`src/rtl/pattern_pkg.sv`:
```
// Shared types and limits for the serial pattern detector.
//   ctrl_state_t : control FSM states (S_IDLE until the first pattern load, then S_RUN)
//   PAT_W_MAX    : largest supported pattern length
package pattern_pkg;

    localparam int unsigned PAT_W_MAX = 16;

    typedef enum logic {
        S_IDLE = 1'b0,
        S_RUN  = 1'b1
    } ctrl_state_t;

endpackage : pattern_pkg

```
`src/rtl/sat_counter.sv`:
```
// Saturating up-counter with synchronous clear.
//   clk   : clock, rising edge
//   reset : asynchronous, active-high; clears q
//   clr   : synchronous clear, wins over inc
//   inc   : count up by one; holds at all-ones
//   q     : counter value
module sat_counter #(
    parameter int unsigned W = 8
) (
    input  logic         clk,
    input  logic         reset,
    input  logic         clr,
    input  logic         inc,
    output logic [W-1:0] q
);

    localparam logic [W-1:0] Q_MAX = '1;

    // Count register: clear first, then saturating increment.
    always_ff @(posedge clk or posedge reset) begin
        if (reset) begin
            q <= '0;
        end else if (clr) begin
            q <= '0;
        end else if (inc && (q != Q_MAX)) begin
            q <= q + W'(1);
        end
    end

endmodule : sat_counter

```
`src/rtl/pattern_detector.sv`:
```
// Serial bit-pattern detector with a runtime-loadable WIDTH-bit pattern and
// selectable overlapping / non-overlapping matching.
//   clk         : clock, rising edge
//   reset       : asynchronous, active-high
//   load        : capture pattern_in, restart detection (wins over valid)
//   pattern_in  : new pattern, bit WIDTH-1 is the first bit received
//   overlap     : 1 = overlapping matches, 0 = history restarts after a match
//   valid       : a carries a new bit this cycle
//   a           : serial data bit
//   y           : Mealy match strobe (combinational)
//   y_q         : y delayed by one clock
//   armed       : a pattern has been loaded
//   match_count : saturating number of matches since the last load
module pattern_detector
    import pattern_pkg::*;
#(
    parameter int unsigned WIDTH = 4,
    parameter int unsigned CNT_W = 8
) (
    input  logic             clk,
    input  logic             reset,
    input  logic             load,
    input  logic [WIDTH-1:0] pattern_in,
    input  logic             overlap,
    input  logic             valid,
    input  logic             a,
    output logic             y,
    output logic             y_q,
    output logic             armed,
    output logic [CNT_W-1:0] match_count
);

    localparam int unsigned HIST_W = WIDTH - 1;
    localparam int unsigned FILL_W = (WIDTH > 2) ? $clog2(WIDTH) : 1;
    localparam logic [FILL_W-1:0] FILL_MAX = FILL_W'(WIDTH - 1);

    // Reject unsupported pattern lengths at elaboration.
    if ((WIDTH < 2) || (WIDTH > PAT_W_MAX)) begin : g_bad_width
        $fatal(1, "pattern_detector: WIDTH must be within 2..PAT_W_MAX");
    end

    ctrl_state_t       state_q, state_d;
    logic [WIDTH-1:0]  pat_q, pat_d;
    logic [HIST_W-1:0] hist_q, hist_d;
    logic [FILL_W-1:0] fill_q, fill_d;
    logic [WIDTH-1:0]  window;

    // Candidate window: stored history with the current bit appended as LSB.
    assign window = {hist_q, a};
    assign armed  = (state_q == S_RUN);

    // State and datapath registers.
    always_ff @(posedge clk or posedge reset) begin
        if (reset) begin
            state_q <= S_IDLE;
            pat_q   <= '0;
            hist_q  <= '0;
            fill_q  <= '0;
            y_q     <= 1'b0;
        end else begin
            state_q <= state_d;
            pat_q   <= pat_d;
            hist_q  <= hist_d;
            fill_q  <= fill_d;
            y_q     <= y;
        end
    end

    // Next-state, history shift and Mealy match.
    always_comb begin
        state_d = state_q;
        pat_d   = pat_q;
        hist_d  = hist_q;
        fill_d  = fill_q;
        y       = 1'b0;

        case (state_q)
            S_IDLE:  if (load) state_d = S_RUN;
            S_RUN:   state_d = S_RUN;
            default: state_d = S_IDLE;
        endcase

        if (load) begin
            // The bit presented alongside a load is dropped.
            pat_d  = pattern_in;
            hist_d = '0;
            fill_d = '0;
        end else if ((state_q == S_RUN) && valid) begin
            y      = (fill_q == FILL_MAX) && (window == pat_q);
            hist_d = window[HIST_W-1:0];
            // Non-overlap restarts the fill count; stale history is refilled before use.
            if (y && !overlap) begin
                fill_d = '0;
            end else if (fill_q != FILL_MAX) begin
                fill_d = fill_q + FILL_W'(1);
            end
        end
    end

    sat_counter #(
        .W (CNT_W)
    ) u_match_cnt (
        .clk   (clk),
        .reset (reset),
        .clr   (load),
        .inc   (y),
        .q     (match_count)
    );

endmodule : pattern_detector

```
`config.mk`:
```
export PLATFORM = sky130hd
export DESIGN_NAME = pattern_detector
export DESIGN_NICKNAME = d
export VERILOG_FILES = /design/src/rtl/pattern_pkg.sv /design/src/rtl/sat_counter.sv /design/src/rtl/pattern_detector.sv
export SDC_FILE = /design/constraint.sdc
export NUM_CORES = 1
export LEC_CHECK = 0
export CORE_ASPECT_RATIO = 0.75
export CORE_MARGIN = 3
export CORE_UTILIZATION = 40
export CTS_CLUSTER_SIZE = 12
export DETAILED_ROUTE_END_ITERATION = 7
export PLACE_DENSITY_LB_ADDON = 0.15
export SLEW_MARGIN = 40
export SYNTH_ARGS = -nofsm -noshare
export SYNTH_HDL_FRONTEND = slang
export SYNTH_SLANG_ARGS = --single-unit
export TNS_END_PERCENT = 5
```
`constraint.sdc`:
```
create_clock -name clk -period 2.41 [get_ports clk]
set_input_delay 0.482 -clock clk [delete_from_list [all_inputs] [get_ports clk]]
set_output_delay 0.482 -clock clk [all_outputs]
set_load 0.1 [all_outputs]
```
==> results.json <==
{
  "placed_area_um2": 1250,
  "cp_cell_sequence": "clkdlybuf4s50_1 > and2_1 > nand4_4 > nor3_4 > buf_12",
  "drt-vias-per-instance": 4.96,
  "critPathMaxFanout": 6,
  "cts_hold_buffers": 0,
  "floorplan.rows": 14,
  "vias_in_the_first_global_route": 692,
  "finalWorstPathRequiredPeriod_ns": 2.28,
  "max_slew.worst_pin.slew_ns": 0.481,
  "globalplace.congestion": 0.759,
  "cts_repair_resize_count": 0,
  "peakVddDrop_mv": 0.347,
  "setup.worst_path.class": "in2out",
  "tritoncts.num_buffers": 3,
  "slew_violations": 0,
  "globalRouteMet2Util_pct": 21.1,
  "clockBufferDepth": 2,
  "postCtsSetupBuffers": 0,
  "final.period_utilization_pct": 94.5,
  "start_util_pct": 45.6,
  "synth_area_um2": 991,
  "critical_path_sink_type": "output pin",
  "timing.critical_path.buf_inv": 2,
  "min-delay-path-class": "in2async",
  "layout.cells.non_filler": 150,
  "area_delta_synth_final_pct": 29.3,
  "ys.warnings.count": 0,
  "total_switching_power_w": 0.000140,
  "clock_insertion_delay_worst_skew_ns": 0.30,
  "clock_sinks": 19,
  "syn-instance-count": 92,
  "groute.layer.met1.usage_pct": 18.2,
  "grt_setup_unrepaired": "false",
  "synth-edff-count": 0,
  "grt_usage_pct": 13.8,
  "internal-power_w": 0.000428,
  "combinationalPowerShare_pct": 13.0,
  "chipWidth_um": 63.5,
  "postSynth.asyncResetShare_pct": 100,
  "setup-violations-final": 0,
  "cts.clk_slew.worst_paths_ns": 0.11,
  "max-slew-margin-rel_pct": 67.9,
  "antenna_cells": 0,
  "core_area_um2": 2170,
  "average_detailed_routed_wire_length_per_instance_um": 12.6,
  "p_leak_nw": 0.551,
  "seq_power_share_pct": 59.7,
  "overall_die_area_um2": 3120,
  "critPathMaxStageDelay_ns": 0.47,
  "worst_endpoint_required_time_ns": 1.93,
  "drv_cap": 0,
  "detail_route.iter0.violations": 20,
  "worst_clock_skew_ns": 0.0136,
  "critPathLaunchType": "input pin",
  "timing.fmax_mhz": 439,
  "detailroute.via_count": 744,
  "layout-drive-gt1-share_pct": 28.8,
  "synth_sequential_area_ratio_pct": 48.0,
  "antenna_violating_nets_post_route": 0,
  "cpMaxStageDelayCell": "clkdlybuf4s50_1",
  "ffs_latches_synth": 19,
  "post-dp-hpwl_um": 1470,
  "cts-root-buf": "clkbuf_4",
  "floorplan.io_pins": 21,
  "place.detailed.instances": 146,
  "wl_um": 1890,
  "syn_nets": 104,
  "cts_tree": "yes",
  "grt_first_pass_wirelength_um": 3310,
  "groute.layer.met3.usage_pct": 6.22,
  "pwr_density_cell_nw_per_um2": 444,
  "timing.critical_path.arrival_ns": 1.80,
  "htreeDepth": 1,
  "layout.cell_area.non_filler_um2": 1280,
  "timing_hold_violations_final": 0,
  "pin_count_of_the_biggest_net_entering_global_routing": 21,
  "floorplan.die.height_um": 49.1,
  "run_status": "finished clean",
  "synth.avg_cell_area_um2": 10.8,
  "globalRouteOverflowTotal": 0,
  "route.detailed.drc": 0,
  "power.switching_fraction_pct": 24.6,
  "clock_power_share_pct": 27.3,
  "io_buffers": 20,
  "design.final.nets": 131,
  "cp_top_family": "buffers and inverters",
  "top_usage_layer": "met2",
  "setup-tns-final_ns": 0,
  "grt_antenna_before_repair": 0,
  "post_synth_num_cell_types": 32,
  "ys_dominant_reg_cell": "dfrtp_1",
  "dr.pass1.iters": 4
}
==> logic make-up after synthesis <==
| logic type | share of synthesized area (%) |
|---|---|
| compound gates | 5.81 |
| mux | 9.22 |
| fa+ha+maj | 2.52 |
| xor+xnor | 6.06 |
| flops | 48.0 |
| buf+inv | 1.89 |
| simple gates | 26.5 |
==> worst paths after layout <==
check	cells after the start	slack, ns	end	start
setup / recovery	5	0.13	y	valid
hold / removal	2	0.49	u_match_cnt.q[5]$_DFFE_PP0P_	reset
setup reg to reg	5	0.63	u_match_cnt.q[7]$_DFFE_PP0P_	u_match_cnt.q[0]$_DFFE_PP0P_
hold reg to reg	2	0.54	fill_q[1]$_DFFE_PP0P_	fill_q[1]$_DFFE_PP0P_
max in group asynchronous	3	1.41	y_q$_DFF_PP0_	reset
min in group clk	2	0.54	fill_q[1]$_DFFE_PP0P_	fill_q[1]$_DFFE_PP0P_
==> cell usage in the layout (no fill, tap or decap), drive strengths merged <==
cell	instances
nand2	8
nand3	4
mux2i	2
clkdlybuf4s50	9
clkbuf	3
nor4	1
nor2b	3
and3	2
nand4	3
a21o	1
a211oi	1
and2	1
buf	15
a21oi	5
nor4b	1
xnor2	6
and4	2
o32ai	1
nand2b	2
inv	3
nor2	10
nor3	5
mux2	6
or2	1
clkinv	1
a2bb2oi	1
dfrtp	19
ha	2
==> cell type report <==
type                            instances  area, um2
Clock buffer                            3       22.5
Fill cell                             208        891
Multi-Input combinational cell         68        508
Clock inverter                          1       5.00
Tap cell                               32       40.0
Sequential cell                        19        479
Inverter                                3       11.3
Timing Repair Buffer                   24        215
==> worst register-to-register path, cell delays in order, from the launching register on <==
cell	delay, ns
dfrtp_1	0.46
ha_1	0.27
and4_4	0.22
nor3_4	0.21
and3_1	0.20
mux2_4	0.30
==> stage by stage <==
step / utilization (%) / total power (W) / hold WS, ns / setup slack (ns)
2_1_floorplan: - / 0.000391 / 0.433 / 0.0450
3_3_place_gp: 57.7 / 0.000419 / 0.505 / 0.146
3_5_place_dp: 57.7 / 0.000421 / 0.517 / 0.118
4_1_cts: 59.0 / 0.000582 / 0.506 / 0.120
5_1_grt: 59.0 / 0.000608 / 0.528 / 0.0612
6_report: 59.0 / 0.000568 / 0.493 / 0.132
==> state kept, by name, summed over array words and instances (netlist names) <==
name	cells
pat_q	4
armed	1
hist_q	3
u_match_cnt.q	8
y_q	1
fill_q	2
==> power groups by stage <==
stage | clock [W] | combinational, W | sequential, W
2_1_floorplan | 0 | 0.0000481 | 0.000343
5_1_grt | 0.000185 | 0.0000817 | 0.000341
4_1_cts | 0.000168 | 0.0000755 | 0.000339
3_3_place_gp | 0 | 0.0000737 | 0.000345
3_5_place_dp | 0 | 0.0000754 | 0.000346
6_report | 0.000155 | 0.0000738 | 0.000339
==> synthesized netlist by cell type (2+ instances only) <==
| cell | count | share of area (%) |
|---|---|---|
| inv_1 | 3 | 1.1 |
| a21oi_1 | 5 | 2.5 |
| nand3_1 | 3 | 1.5 |
| nor2b_1 | 3 | 1.9 |
| nand2_1 | 8 | 3.0 |
| ha_1 | 2 | 2.5 |
| xnor2_1 | 5 | 4.4 |
| dfrtp_1 | 19 | 48 |
| nand2b_1 | 2 | 1.3 |
| mux2i_1 | 2 | 2.0 |
| and3_1 | 2 | 1.3 |
| nand4_1 | 2 | 1.3 |
| and4_4 | 2 | 2.3 |
| mux2_2 | 4 | 4.5 |
| nor2_1 | 10 | 3.8 |
| nor3_1 | 4 | 2.0 |
==> layer usage <==
layer  wire, um  vias to the layer above
li1           -                      379
met1        929                      349
met2        847                       14
met3        100                        2
met4         13                        0
met5          0                        -
Note: power is estimated with default switching activity, not from simulation.
